--- src/rtl/uart_tx.sv ---
// uart_tx: memory-mapped 8N1 UART transmitter with a small byte FIFO and level IRQ.
// Rev 1.0
`default_nettype none

module uart_tx #(
  parameter int          DW           = 32,
  parameter int          FIFO_DEPTH   = 4,
  parameter logic [15:0] BAUD_DIV_RST = 16'd433
) (
  input  logic          clk_i,
  input  logic          rst_i,
  input  logic          cs_i,
  input  logic          we_i,
  input  logic [3:0]    addr_i,
  input  logic [3:0]    mask_i,
  input  logic [DW-1:0] wdata_i,
  output logic [DW-1:0] rdata_o,
  output logic          tx_o,
  output logic          irq_o
);

  localparam int PW = $clog2(FIFO_DEPTH);
  localparam int CW = PW + 1;

  typedef enum logic [1:0] {S_IDLE, S_START, S_DATA, S_STOP} state_e;

  logic [7:0]    mem_q [FIFO_DEPTH];
  logic [PW-1:0] wptr_q, rptr_q;
  logic [CW-1:0] count_q, count_d;
  logic          ovf_q;
  logic [15:0]   baud_q;
  logic          tx_en_q, irq_en_q;

  state_e        state_q;
  logic [7:0]    shift_q;
  logic [15:0]   div_q, bcnt_q;
  logic [2:0]    bit_q;
  logic          tx_q, irq_q;

  logic wr_d, push_req_d, push_d, pop_d, empty_d, full_d, ovf_set_d, ovf_clr_d, bit_end_d;

  assign wr_d       = cs_i & we_i;
  assign push_req_d = wr_d & (addr_i[3:2] == 2'd0) & mask_i[0];
  assign empty_d    = (count_q == '0);
  assign full_d     = (count_q == CW'(FIFO_DEPTH));
  assign pop_d      = (state_q == S_IDLE) & tx_en_q & ~empty_d;
  // A full FIFO still accepts a push when the head leaves in the same cycle.
  assign push_d     = push_req_d & (~full_d | pop_d);
  assign ovf_set_d  = push_req_d & full_d & ~pop_d;
  assign ovf_clr_d  = wr_d & (addr_i[3:2] == 2'd1) & mask_i[0] & wdata_i[3];
  assign bit_end_d  = (bcnt_q == div_q);

  always_comb begin
    count_d = count_q;
    case ({push_d, pop_d})
      2'b10:   count_d = count_q + CW'(1);
      2'b01:   count_d = count_q - CW'(1);
      default: count_d = count_q;
    endcase
  end

  always_ff @(posedge clk_i) begin
    if (push_d) mem_q[wptr_q] <= wdata_i[7:0];
  end

  always_ff @(posedge clk_i or negedge rst_i) begin
    if (!rst_i) begin
      wptr_q   <= '0;
      rptr_q   <= '0;
      count_q  <= '0;
      ovf_q    <= 1'b0;
      baud_q   <= BAUD_DIV_RST;
      tx_en_q  <= 1'b0;
      irq_en_q <= 1'b0;
    end else begin
      if (push_d) wptr_q <= wptr_q + PW'(1);
      if (pop_d)  rptr_q <= rptr_q + PW'(1);
      count_q <= count_d;
      if (ovf_set_d)      ovf_q <= 1'b1;
      else if (ovf_clr_d) ovf_q <= 1'b0;
      if (wr_d && addr_i[3:2] == 2'd2) begin
        if (mask_i[0]) baud_q[7:0]  <= wdata_i[7:0];
        if (mask_i[1]) baud_q[15:8] <= wdata_i[15:8];
      end
      if (wr_d && addr_i[3:2] == 2'd3 && mask_i[0]) begin
        tx_en_q  <= wdata_i[0];
        irq_en_q <= wdata_i[1];
      end
    end
  end

  // Divider is latched at frame start so BAUD_DIV writes only affect the next frame.
  always_ff @(posedge clk_i or negedge rst_i) begin
    if (!rst_i) begin
      state_q <= S_IDLE;
      shift_q <= '0;
      div_q   <= '0;
      bcnt_q  <= '0;
      bit_q   <= '0;
      tx_q    <= 1'b1;
      irq_q   <= 1'b0;
    end else begin
      irq_q <= irq_en_q & empty_d & (state_q == S_IDLE);
      case (state_q)
        S_IDLE: begin
          tx_q <= 1'b1;
          if (pop_d) begin
            shift_q <= mem_q[rptr_q];
            div_q   <= baud_q;
            bcnt_q  <= '0;
            tx_q    <= 1'b0;
            state_q <= S_START;
          end
        end
        S_START: begin
          if (bit_end_d) begin
            bcnt_q  <= '0;
            bit_q   <= '0;
            tx_q    <= shift_q[0];
            state_q <= S_DATA;
          end else begin
            bcnt_q <= bcnt_q + 16'd1;
          end
        end
        S_DATA: begin
          if (bit_end_d) begin
            bcnt_q <= '0;
            if (bit_q == 3'd7) begin
              tx_q    <= 1'b1;
              state_q <= S_STOP;
            end else begin
              shift_q <= shift_q >> 1;
              tx_q    <= shift_q[1];
              bit_q   <= bit_q + 3'd1;
            end
          end else begin
            bcnt_q <= bcnt_q + 16'd1;
          end
        end
        S_STOP: begin
          if (bit_end_d) begin
            bcnt_q  <= '0;
            tx_q    <= 1'b1;
            state_q <= S_IDLE;
          end else begin
            bcnt_q <= bcnt_q + 16'd1;
          end
        end
        default: state_q <= S_IDLE;
      endcase
    end
  end

  always_comb begin
    rdata_o = '0;
    if (cs_i) begin
      case (addr_i[3:2])
        2'd1:    rdata_o = DW'({3'(count_q), ovf_q, empty_d, full_d, (state_q != S_IDLE)});
        2'd2:    rdata_o = DW'(baud_q);
        2'd3:    rdata_o = DW'({irq_en_q, tx_en_q});
        default: rdata_o = '0;
      endcase
    end
  end

  assign tx_o  = tx_q;
  assign irq_o = irq_q;

  logic unused_bits;
  assign unused_bits = ^{addr_i[1:0], mask_i[3:2], wdata_i[DW-1:16]};

endmodule

`default_nettype wire
--- config.mk ---
export PLATFORM = sky130hd
export DESIGN_NAME = uart_tx
export DESIGN_NICKNAME = d
export VERILOG_FILES = /design/src/rtl/uart_tx.sv
export SDC_FILE = /design/constraint.sdc
export NUM_CORES = 1
export LEC_CHECK = 0
export ABC_AREA = 1
export CAP_MARGIN = 30
export CORE_ASPECT_RATIO = 1.4
export CORE_MARGIN = 3
export CORE_UTILIZATION = 33
export DETAILED_ROUTE_END_ITERATION = 16
export PLACE_DENSITY = 0.55
export SETUP_SLACK_MARGIN = 0.5
export SLEW_MARGIN = 20
export SYNTH_ARGS = -nofsm -noshare
export SYNTH_HDL_FRONTEND = slang
export SYNTH_SLANG_ARGS = --single-unit
--- constraint.sdc ---
create_clock -name clk_i -period 2.9 [get_ports clk_i]
set_input_delay 0.58 -clock clk_i [delete_from_list [all_inputs] [get_ports clk_i]]
set_output_delay 0.58 -clock clk_i [all_outputs]
set_load 0.01 [all_outputs]
==> run_results.csv <==
group,metric,value,unit
outcome,status,"completed",
route,drt_wl_total,11700,um
worst_setup_path,cp_data_arrival_time,1720,ps
layout,n_antenna_cell,0,
worst_setup_path,r2r_setup_slack,780,ps
synthesis,synth_edf_count,32,
clock_network,clk_path_buf_depth,2,
global_routing,grt_pass1_vias,4034,
sta,worstMarginPinSlew,595,ps
layout,syn2layout_area_growth,17.6,%
sta,tns,0,ps
synthesis,synth_top_family_by_area,"simple AND/OR/NAND/NOR gates",
clock_network,cts_tree,"built",
synthesis,synth_warnings,0,
die,ios,78,
sta,finalSetupViolCount,0,
die,dieArea,0.0177,sq mm
synthesis,synth_fa_ha_area_share,3.20,%
synthesis,synth.ff_latch_count,105,
die,start_util,33.9,%
place,io_buffers,41,
synthesis,async_flop_share,69.5,%
global_routing,grt_pass1_wl,19800,um
layout,fin_nets,741,
power,power.leakage,3.00,nW
flow_run,maxCapViolCount,0,
sta,fin_crit_sh,79.2,%
worst_setup_path,cp-end-kind,"primary output",
synthesis,synth-xor-area-share,2.14,%
worst_hold_path,min_path_type,"input port to asynchronous set/reset pin",
synthesis,syn_inst,632,
synthesis,synth_compound_area_share,7.10,%
sta,timing.slew.headroom,60.4,%
sta,fin_crit,2300,ps
worst_setup_path,crit_type,"input port to primary output",
die,row_count,54,
clock_network,clock-root-buffer,"clkbuf_16",
clock_network,clkLatencyLatePin,350,ps
sta,rsz0062_at_grt,"no",
synthesis,synthSimpleGateAreaFrac,25.6,%
place,globalplace.congestion,0.878,
sta,drv_slew,0,
sta,max_freq,0.435,GHz
route,viasPerCell,4.65,
route,wl_per_cell,13.2,um
worst_setup_path,reg2reg_from,"state_q[0]",
clock_network,htree_levels,3,
clock_network,postCtsSetupBuffers,0,
clock_network,cts_buffers,9,
synthesis,muxShareOfSynthArea,0,%
route,firstDrtPassIters,4,
route,vias,4115,
synthesis,yosysUniqueCellTypes,35,
global_routing,grt_antenna_before_repair,0,
synthesis,synth-main-ff-cell,"dfrtp_1",
synthesis,synthesis.area,0.00532,sq mm
die,die_h,156,um
global_routing,grt_max_degree,46,
sta,skew,12.9,ps
die,fp.dieW,113,um
worst_setup_path,rr_endpoint,"count_q[2]",
power,peakVddDrop,0.409,mV
worst_setup_path,required,2320,ps
clock_network,clk_pin_slew,70,ps
power,pwr_density_cell,869,mW/mm^2
place,hpwl,8740,um
global_routing,grtUsageTotal,13.9,%
route,drtAntennaViolNets,0,
layout,drive_gt1_share,13.9,%
power,total_power,5.44,mW
synthesis,ys_seq_area_share,52.6,%
die,core_area,0.0157,sq mm
worst_setup_path,crit_fanout,6,
synthesis,syn_area_per_cell,8.42,sq um
sta,hold_viol_final,0,
worst_setup_path,rr_worst_depth,12,
global_routing,overflow,0,
worst_setup_path,start_kind,"input port",
clock_network,clock-sinks,105,
route,drc,0,
route,drtIter0Drc,163,
-- per-layer routing --
layer | global-route usage (%) | routed length, um
met1 | 17.5 | 5110
met2 | 24.5 | 6060
met3 | 1.82 | 304
met4 | 4.93 | 196
met5 | 0 | 0
-- stage by stage --
stage	util, %	hold slack (ps)	instances	instance area [sq um]	setup slack, ps
after floorplan	-	284	647	5380	973
after global placement	38.0	461	868	5960	-13.5
after detailed placement	38.2	465	869	5990	-20.8
after CTS	39.8	182	885	6240	553
after global routing	39.9	202	885	6260	508
final	39.9	172	885	6260	602
-- Yosys cell counts (2+ instances only) --
cell | number | share of area, %
nand2_1 | 193 | 14
dfrtp_1 | 67 | 32
inv_1 | 58 | 4.1
nor2_1 | 54 | 3.8
nand3_1 | 47 | 4.4
edfxtp_1 | 32 | 18
o21ai_0 | 25 | 2.4
inv_2 | 22 | 1.6
a21oi_1 | 19 | 1.8
buf_4 | 18 | 2.5
o22ai_1 | 13 | 1.5
ha_1 | 12 | 2.8
xor2_1 | 12 | 2.0
nor3_1 | 8 | 0.75
clkbuf_1 | 6 | 0.42
dfstp_2 | 6 | 3.0
nand4_1 | 6 | 0.71
buf_2 | 5 | 0.47
o21ai_1 | 5 | 0.47
nand2_4 | 3 | 0.64
o32ai_1 | 3 | 0.49
clkinv_1 | 2 | 0.14
nand2_2 | 2 | 0.24
nor2_2 | 2 | 0.24
nor3_2 | 2 | 0.38
-- layout make-up --
cell class	instances	area (sq um)
inverters	82	310
fillers	1574	9420
repair buffers	56	483
clock inverters	7	87.6
well taps	196	245
clock buffers	9	225
multi-input cells	430	2110
flip-flops and latches	105	2800
-- cells in the final DEF (no fill, tap or decap), drive strengths merged --
cell type	n
nand2	198
inv	83
dfrtp	67
nor2	57
nand3	49
edfxtp	32
o21ai	30
buf	30
clkdlybuf4s50	22
a21oi	20
conb	16
o22ai	13
xor2	12
ha	12
nor3	10
clkbuf	9
nand4	6
dfstp	6
o32ai	3
clkinv	3
clkinvlp	2
dlygate4sd2	2
clkdlybuf4s15	2
xnor2	1
a32oi	1
or2	1
fa	1
bufinv	1
-- where the power goes --
| group | internal [mW] | switching [mW] |
|---|---|---|
| sequential | 1.89 | 0.310 |
| clock | 0.687 | 0.578 |
| combinational | 0.726 | 1.24 |
| total | 3.31 | 2.13 |
-- worst max path at each step --
stage / depth (start not counted) / startpoint / endpoint / slack [ps]
6_report: 6 / cs_i / rdata_o[3] / 600
5_1_grt: 7 / cs_i / rdata_o[14] / 510
3_5_place_dp: 9 / addr_i[3] / rdata_o[8] / -20
3_3_place_gp: 9 / addr_i[3] / rdata_o[8] / -10
4_1_cts: 7 / cs_i / rdata_o[8] / 550
2_1_floorplan: 7 / addr_i[3] / rdata_o[3] / 970
-- cell families after synthesis --
family                     count (synthesis)
AOI/OAI and AO/OA                         67
xor gates and xnor gates                  13
DFF                                      105
buffers and inverters                    112
other                                      1
and+or+nand+nor                          321
adders and majority gates                 13
-- flip-flops by register name, indices dropped and copies added (netlist names), 3 cells and up --
name	cells
bcnt_q	16
baud_q	16
div_q	16
mem_q	32
count_q	3
shift_q	8
bit_q	3
-- critical path: stages --
cell	delay, ps
clkdlybuf4s50_1	490
inv_2	80
nor2_4	140
inv_4	70
o22ai_1	110
clkdlybuf4s15_2	250
-- what timing repair did --
item / in CTS / in global routing
hold buffers: 0 / 0
resized for setup: 72 / 3
setup endpoints to repair: 16 / 19
(Power assumes the default switching activity.)
